==> config.mk <==
export PLATFORM = sky130hd
export DESIGN_NAME = dma_sequencer
export DESIGN_NICKNAME = d
export VERILOG_FILES = /design/src/rtl/dma_sequencer.sv
export SDC_FILE = /design/constraint.sdc
export NUM_CORES = 1
export LEC_CHECK = 0
export ABC_AREA = 1
export ABC_CLOCK_PERIOD_IN_PS = 3600
export CAP_MARGIN = 0
export CORE_UTILIZATION = 30
export DETAILED_ROUTE_END_ITERATION = 7
export SLEW_MARGIN = 20
export SYNTH_ARGS = -nofsm -noshare
export SYNTH_HDL_FRONTEND = slang
export SYNTH_SLANG_ARGS = --single-unit
==> constraint.sdc <==
create_clock -name clk_i -period 3.6 [get_ports clk_i]
set_clock_uncertainty 0.05 [all_clocks]
set_input_delay 0.9 -clock clk_i [delete_from_list [all_inputs] [get_ports clk_i]]
set_output_delay 0.9 -clock clk_i [all_outputs]
set_load 0.02 [all_outputs]
==> src/rtl/dma_sequencer.sv <==
// Multi-cycle DMA sequencer between the core's execute stage, the data-memory
// port and the CGRA buffer/control port: word copies (STC/LFC) and CGRA kicks (SCA).
module dma_sequencer #(
  parameter int unsigned DW      = 32,
  parameter int unsigned CGRA_AW = 6,
  parameter int unsigned LEN_W   = 8
) (
  input  logic               clk_i,
  input  logic               rst_ni,
  input  logic               start_i,
  input  logic [1:0]         dma_ctrl_i,
  input  logic [31:0]        mem_base_i,
  input  logic [CGRA_AW-1:0] cgra_base_i,
  input  logic [LEN_W-1:0]   len_i,
  output logic               busy_o,
  output logic               done_o,
  output logic               mem_req_o,
  output logic               mem_we_o,
  output logic [31:0]        mem_addr_o,
  output logic [DW-1:0]      mem_wdata_o,
  input  logic [DW-1:0]      mem_rdata_i,
  output logic               cgra_we_o,
  output logic               cgra_re_o,
  output logic [CGRA_AW-1:0] cgra_addr_o,
  output logic [DW-1:0]      cgra_wdata_o,
  input  logic [DW-1:0]      cgra_rdata_i,
  output logic               cgra_start_o,
  input  logic               cgra_done_i
);

  localparam logic [1:0] OP_NONE = 2'b00;
  localparam logic [1:0] OP_STC  = 2'b01;
  localparam logic [1:0] OP_SCA  = 2'b11;

  typedef enum logic [2:0] {
    S_IDLE, S_RD, S_WR, S_KICK, S_WAIT, S_DONE
  } state_e;

  state_e             state_q, state_d;
  logic [1:0]         op_q, op_d;
  logic [31:0]        mem_base_q, mem_base_d;
  logic [CGRA_AW-1:0] cgra_base_q, cgra_base_d;
  logic [LEN_W-1:0]   len_q, len_d;
  logic [LEN_W-1:0]   k_q, k_d;
  logic [LEN_W-1:0]   k_nx;

  logic               busy_q, busy_d, done_q, done_d;
  logic               mem_req_q, mem_req_d, mem_we_q, mem_we_d;
  logic [31:0]        mem_addr_q, mem_addr_d;
  logic               cgra_we_q, cgra_we_d, cgra_re_q, cgra_re_d;
  logic [CGRA_AW-1:0] cgra_addr_q, cgra_addr_d;
  logic               cgra_start_q, cgra_start_d;

  assign k_nx = k_q + LEN_W'(1);

  // Next state plus the strobes of the state being entered, so every strobe is a flop.
  always_comb begin
    state_d      = state_q;
    op_d         = op_q;
    mem_base_d   = mem_base_q;
    cgra_base_d  = cgra_base_q;
    len_d        = len_q;
    k_d          = k_q;
    busy_d       = 1'b0;
    done_d       = 1'b0;
    mem_req_d    = 1'b0;
    mem_we_d     = 1'b0;
    mem_addr_d   = '0;
    cgra_we_d    = 1'b0;
    cgra_re_d    = 1'b0;
    cgra_addr_d  = '0;
    cgra_start_d = 1'b0;
    case (state_q)
      S_IDLE: begin
        if (start_i && (dma_ctrl_i != OP_NONE)) begin
          op_d        = dma_ctrl_i;
          mem_base_d  = mem_base_i;
          cgra_base_d = cgra_base_i;
          len_d       = len_i;
          k_d         = '0;
          busy_d      = 1'b1;
          if (dma_ctrl_i == OP_SCA) begin
            state_d      = S_KICK;
            cgra_start_d = 1'b1;
          end else if (len_i == '0) begin
            state_d = S_DONE;
            done_d  = 1'b1;
          end else begin
            state_d = S_RD;
            if (dma_ctrl_i == OP_STC) begin
              mem_req_d  = 1'b1;
              mem_addr_d = mem_base_i;
            end else begin
              cgra_re_d   = 1'b1;
              cgra_addr_d = cgra_base_i;
            end
          end
        end
      end
      S_RD: begin
        state_d = S_WR;
        busy_d  = 1'b1;
        if (op_q == OP_STC) begin
          cgra_we_d   = 1'b1;
          cgra_addr_d = cgra_base_q + CGRA_AW'(k_q);
        end else begin
          mem_req_d  = 1'b1;
          mem_we_d   = 1'b1;
          mem_addr_d = mem_base_q + (32'(k_q) << 2);
        end
      end
      S_WR: begin
        busy_d = 1'b1;
        k_d    = k_nx;
        if (k_nx == len_q) begin
          state_d = S_DONE;
          done_d  = 1'b1;
        end else begin
          state_d = S_RD;
          if (op_q == OP_STC) begin
            mem_req_d  = 1'b1;
            mem_addr_d = mem_base_q + (32'(k_nx) << 2);
          end else begin
            cgra_re_d   = 1'b1;
            cgra_addr_d = cgra_base_q + CGRA_AW'(k_nx);
          end
        end
      end
      S_KICK: begin
        state_d = S_WAIT;
        busy_d  = 1'b1;
      end
      S_WAIT: begin
        busy_d = 1'b1;
        if (cgra_done_i) begin
          state_d = S_DONE;
          done_d  = 1'b1;
        end
      end
      S_DONE:  state_d = S_IDLE;
      default: state_d = S_IDLE;
    endcase
  end

  always_ff @(posedge clk_i) begin
    if (!rst_ni) begin
      state_q      <= S_IDLE;
      op_q         <= OP_NONE;
      mem_base_q   <= '0;
      cgra_base_q  <= '0;
      len_q        <= '0;
      k_q          <= '0;
      busy_q       <= 1'b0;
      done_q       <= 1'b0;
      mem_req_q    <= 1'b0;
      mem_we_q     <= 1'b0;
      mem_addr_q   <= '0;
      cgra_we_q    <= 1'b0;
      cgra_re_q    <= 1'b0;
      cgra_addr_q  <= '0;
      cgra_start_q <= 1'b0;
    end else begin
      state_q      <= state_d;
      op_q         <= op_d;
      mem_base_q   <= mem_base_d;
      cgra_base_q  <= cgra_base_d;
      len_q        <= len_d;
      k_q          <= k_d;
      busy_q       <= busy_d;
      done_q       <= done_d;
      mem_req_q    <= mem_req_d;
      mem_we_q     <= mem_we_d;
      mem_addr_q   <= mem_addr_d;
      cgra_we_q    <= cgra_we_d;
      cgra_re_q    <= cgra_re_d;
      cgra_addr_q  <= cgra_addr_d;
      cgra_start_q <= cgra_start_d;
    end
  end

  assign busy_o       = busy_q;
  assign done_o       = done_q;
  assign mem_req_o    = mem_req_q;
  assign mem_we_o     = mem_we_q;
  assign mem_addr_o   = mem_addr_q;
  assign cgra_we_o    = cgra_we_q;
  assign cgra_re_o    = cgra_re_q;
  assign cgra_addr_o  = cgra_addr_q;
  assign cgra_start_o = cgra_start_q;

  // Read data arrives in the write cycle itself, so the write data is a gated pass-through.
  assign cgra_wdata_o = cgra_we_q ? mem_rdata_i  : '0;
  assign mem_wdata_o  = mem_we_q  ? cgra_rdata_i : '0;

endmodule

After elaboration in Yosys (flattened, before gate mapping)
Cells that the tools add are included.
Operators by class
  shifts and indexed selects: 0
  mux-type cells: 49
  multiply operators: 0
  add/sub/neg operators: 5
  bitwise gates (word level): 0
  eq/ne operators: 10
  order comparisons: 0
  div/mod/pow operators: 0
  reductions and logical operators: 11
Operators with widths (number)
  $mux 32: 9
  $pmux 32 s3: 1
  $add 32x10->32: 2
  $mux 6: 7
  $mux 1: 19
  $pmux 6 s3: 1
  $pmux 8 s2: 1
  $mux 3: 5
  $pmux 3 s5: 1
  $add 6x6->6: 2
  $add 8x1->8 const B: 1
  $eq 8x8->1: 1
  $logic_not 8->1: 1
  $mux 8: 1
  $reduce_and 2->1: 4
  $eq 3x2->1 const B: 2
  $pmux 1 s3: 2
  $eq 2x1->1 const B: 2
  $ne 2x2->1 const B: 2
  $pmux 1 s2: 2
  $reduce_bool 2->1: 2
  $reduce_or 4->1: 1
  $eq 3x1->1 const B: 1
  $eq 3x3->1 const B: 1
  4 further kinds: 4
Storage, ports and cells
  register bits: 104
  memory bits (read-only): 0
  output and inout bits: 109
  input port bits: 116
  logic and storage cells: 90
  memories: 0
  bits in writable memories: 0
  latch bits: 0

Depth between registers and ports, before layout
  depth in word-level cells: 6
  depth in mapped cells: 22
  gate-level depth less buffers: 22

Worst setup path after synthesis
OpenSTA, ideal clock, no wires.
  path type: register to register
  start point: reg k_q[1]
  end point: reg mem_addr_q[25] (netlist: mem_addr_o[25])
  data required time: 3.482 ns
  clock period less this slack: 2.460 ns
  setup time: 0.068 ns
  path buffers: 0
  arrival: 2.342 ns
  cell stages (with the launch flop): 16
  path slack: 1.140 ns
  path through: dfxtp_1 -> ha_1 -> nand2_1 -> nor2_1 -> nand3_1 -> nand2_1 -> inv_2 -> ha_1 -> a21oi_1 -> nand2_1 -> nand2_1 -> nand3_1 -> nand2_1 -> xor2_1 -> nand2_2 -> a21oi_2
On the way
  longest elaborated chain between the ends: 5
  elaborated cells on any way between the ends: 8
  those cells by class: add/sub: 3; eq/ne: 1; mux: 4
RTL lines
  start, declared: line 44  | logic [LEN_W-1:0] k_q, k_d;
  start signal, assigned: line 168  | k_q <= k_d;
  $add 8x1->8: line 54  | assign k_nx = k_q + LEN_W'(1);
  $add 32x10->32: line 122  | mem_addr_d = mem_base_q + (32'(k_nx) << 2);
  $mux 32: line 120  | if (op_q == OP_STC) begin
  $mux 32: line 115  | if (k_nx == len_q) begin
  $pmux 32 s3 (*): line 73  | case (state_q)
  end signal, assigned: line 173  | mem_addr_q <= mem_addr_d;
  end, declared: line 49  | logic [31:0] mem_addr_q, mem_addr_d;
Every way passes the cells marked *; elsewhere a longest branch is shown, timed or not.
A chain may end at the register's enable or synchronous reset.

Worst setup path in the final report
Same ends and word-level chain as after synthesis.

==> PnR_summary.wiki <==
{| class="wikitable"
! Metric !! Value
|-
| Worst hold-check path type || reg -> reg
|-
| Max-cap check violation count || 0
|-
| Weighted congestion at the end of routability-driven global placement || just over 0.9
|-
| Data required time of the worst path || around 3800 ps
|-
| Combinational group share of total power || approximately 27%
|-
| Max IR drop VDD || 0.187 mV
|-
| Number of clock buffers inserted by TritonCTS || 9
|-
| Diode count || 0
|-
| Core area || 23800 um2
|-
| Startpoint types || register
|-
| Maximum number of pins on one net before global-route repair || around 60
|-
| Detail-routed net length per standard cell || 14.3 um
|-
| Share of the cycle needed by the critical path after routing || around 86%
|-
| Most frequent cells in the layout || sky130_fd_sc_hd__nand2_1, sky130_fd_sc_hd__clkdlybuf4s50_1, sky130_fd_sc_hd__inv_1, sky130_fd_sc_hd__nor2_1, sky130_fd_sc_hd__dfxtp_1
|-
| Remaining antenna violation count || 0
|-
| Violation count after the first detailed-routing iteration || between 400 and 500
|-
| Switch share || 32.8%
|-
| Total of hold buffers inserted after clock tree synthesis || 0
|-
| Drt via density || 4.71
|-
| RSZ-0062 raised after global routing || false
|-
| Register clock-pin slew on the reported worst setup and hold paths || approximately 80 ps
|-
| Critical path's most frequent cell || sky130_fd_sc_hd__nand2_1
|-
| Kind of cell adding the most delay to the critical path || simple AND/OR/NAND/NOR gates
|-
| Die area || approximately 25000 um2
|-
| Starting utilization of the core area || between 30 and 40%
|-
| Synthesized instance count || between 1000 and 1500
|-
| CP max stage cell || sky130_fd_sc_hd__dfxtp_1
|-
| Avg Synthesized Cell Area || 6.16 um2
|-
| Count of non-filler cells in the finished layout || 1721
|-
| Worst-margin pin slew || between 700 and 800 ps
|-
| Clock period minus worst slack || just over 3000 ps
|-
| Number of remaining DRC errors || 0
|-
| Result of the run || finished, final reports clean
|-
| Clock tree from TritonCTS || done
|-
| Sequential share of power || between 40 and 50%
|-
| Cell total after placement || 1705
|-
| Distinct cells, synth || 36
|-
| Maximum frequency from static timing analysis || between 300 and 400 MHz
|-
| Die Span Y || roughly 160 um
|-
| Wire length of the first global-routing pass || 38.2 mm
|-
| Critical Path, Cell by Cell || ha_1, nand2_1, nor2_1, nand3_1, nand2_1, inv_2, ha_1, a21oi_1, nand2_1, nand2_1, nand3_1, nand2_1, xor2_1, nand2_2, a21oi_2
|-
| Library cell with the largest summed area after synthesis || sky130_fd_sc_hd__dfxtp_1
|-
| Netlist Area Pre-Place || ~7300 um2
|-
| Die Width || around 160 um
|-
| Crit path buf inv count || 1
|-
| Number of top-level pins || about 230
|-
| Kind of end point of the critical path || register
|-
| Number of hold violations in the final report || 0
|-
| Synthesized net count || 1339
|-
| H-tree Lvls || 3
|-
| CTS Root Buffer Type || sky130_fd_sc_hd__clkbuf_16
|-
| Setup tns final || 0 ps
|-
| Seq/Total Area, Yosys || between 20% and 30%
|-
| Worst skew pair latency || 360 ps
|-
| Filler Cells Inserted || about 2500
|-
| Cell-internal power || 2190 uW
|-
| Number of rows in the core area || 56
|-
| P&R area growth vs syn || 39.2%
|-
| Overflow left after global routing || 0
|-
| Worst path arrival time || 3330 ps
|-
| Count of endpoints failing setup in the final report || 0
|-
| Tightest slew margin relative to the limit || about 53%
|-
| Most common library cell in the layout ignoring fill and taps || sky130_fd_sc_hd__nand2_1
|-
| Power density cells || roughly 320 nW/um2
|-
| Overall track demand over capacity in global routing || 19.6%
|-
| Synth Register Bits || roughly 100
|-
| Fraction of layout cells with a size suffix above 1 || between 6 and 7%
|-
| Slowest Stage Delay on Critical Path || ~600 ps
|-
| Number of I/O port buffers || 224
|-
| Leakage || roughly 0.0048 uW
|-
| Total iterations of the first detailed-routing run || 5
|-
| Total Nets Final || 1545
|-
| Post-CTS Resized || 0
|-
| Warning count from the yosys run || 0
|-
| Max Buffers Root-to-Sink || 2
|-
| Placed wire-length estimate after detailed placement || about 19 mm
|-
| Net load switching power || approximately 1100 uW
|-
| Cell area after placement || ~10000 um2
|-
| Final Slew Violations || 0
|-
| Sum of routed wire length over all layers || 24.6 mm
|-
| Count of buffers added by post-CTS timing repair for setup || 0
|-
| Top area cells in the synthesized netlist || sky130_fd_sc_hd__dfxtp_1, sky130_fd_sc_hd__nand2_1, sky130_fd_sc_hd__inv_1
|-
| Number of global-route vias before repair || between 7000 and 8000
|-
| Max Fanout on Critical Path || 8
|-
| Number of antenna violations at the first check in global routing || 0
|-
| Fraction of power consumed by the clock network || 32.5%
|-
| Via total after detailed routing || between 8000 and 9000
|-
| Final Util || between 40% and 50%
|-
| Area fraction of the dominant cell type after synthesis || ~28%
|-
| Setup CP Type || reg -> reg
|-
| Final standard cell area without fillers || between 10000 and 15000 um2
|-
| Sink Count || 104
|}
routing by layer:
layer	GRT usage, %	wire length (um)	up-vias
met3	3.73	1450	20
met1	25.5	11000	3682
li1	-	-	4179
met5	0	0	-
met2	33.1	11900	232
met4	4.53	343	0
sequential cells by signal (all words and copies together), names as in the netlist, 2 cells and up:
name / flops
mem_addr_o: 32
len_q: 8
op_q: 2
k_q: 8
cgra_addr_o: 6
mem_base_q: 32
cgra_base_q: 6
state_q: 3
Yosys cell counts (all sizes together):
master	instances
o21ai	56
nor4	1
o22ai	3
a31oi	5
fa	4
a211oi	19
or2	2
dfxtp	104
clkbuf	21
inv	208
xnor2	6
o211ai	1
nor2	132
nor3	5
nand4	31
a21o	5
a22oi	2
nand2	330
nand3	93
xor2	19
buf	21
a21oi	94
o21a	1
ha	28
cell families after synthesis:
kind of cell / synth area share [%]
simple gates: 35.1
xor+xnor: 2.98
compound gates: 14.3
buf+inv: 13.3
flops: 28.4
fa+ha+maj: 5.87
tightest hold or removal path: cells and delay by family, from the launching register on:
family          cells  cell delay (ps)
compound gates      1               50
buf+inv             1               60
flops               1              300
area by class of cell:
| cell class | instances | area [um2] | share of cell area [%] |
|---|---|---|---|
| Clock buffer | 11 | 253 | 2.48 |
| Timing Repair Buffer | 237 | 2350 | 23.0 |
| Inverter | 208 | 783 | 7.67 |
| Multi-Input combinational cell | 837 | 4280 | 41.9 |
| Sequential cell | 104 | 2080 | 20.4 |
| Clock inverter | 5 | 63.8 | 0.625 |
| Tap cell | 319 | 399 | 3.91 |
through the flow:
stage                     power (uW)  hold slack, ps  setup WS, ps
after global routing            3450             440           174
after global placement          2220             393           528
after CTS                       3300             408           503
after floorplan                 1840             380          1140
after detailed placement        2230             397           522
final                           3260             405           503
power groups by stage:
stage	combinational (uW)	sequential [uW]	clock, uW
6_report	878	1330	1060
5_1_grt	970	1340	1140
4_1_cts	879	1320	1090
3_5_place_dp	875	1350	0
3_3_place_gp	873	1350	0
2_1_floorplan	485	1360	0
path summary, 6_finish.rpt:
path	start	end	slack, ps	depth (start not counted)
worst max-delay path	k_q[1]	mem_addr_o[25]	500	15
worst max register to register	k_q[1]	mem_addr_o[25]	500	15
worst min register to register	op_q[0]	op_q[0]	400	2
worst min-delay path	op_q[0]	op_q[0]	400	2
(Power assumes the default switching activity.)
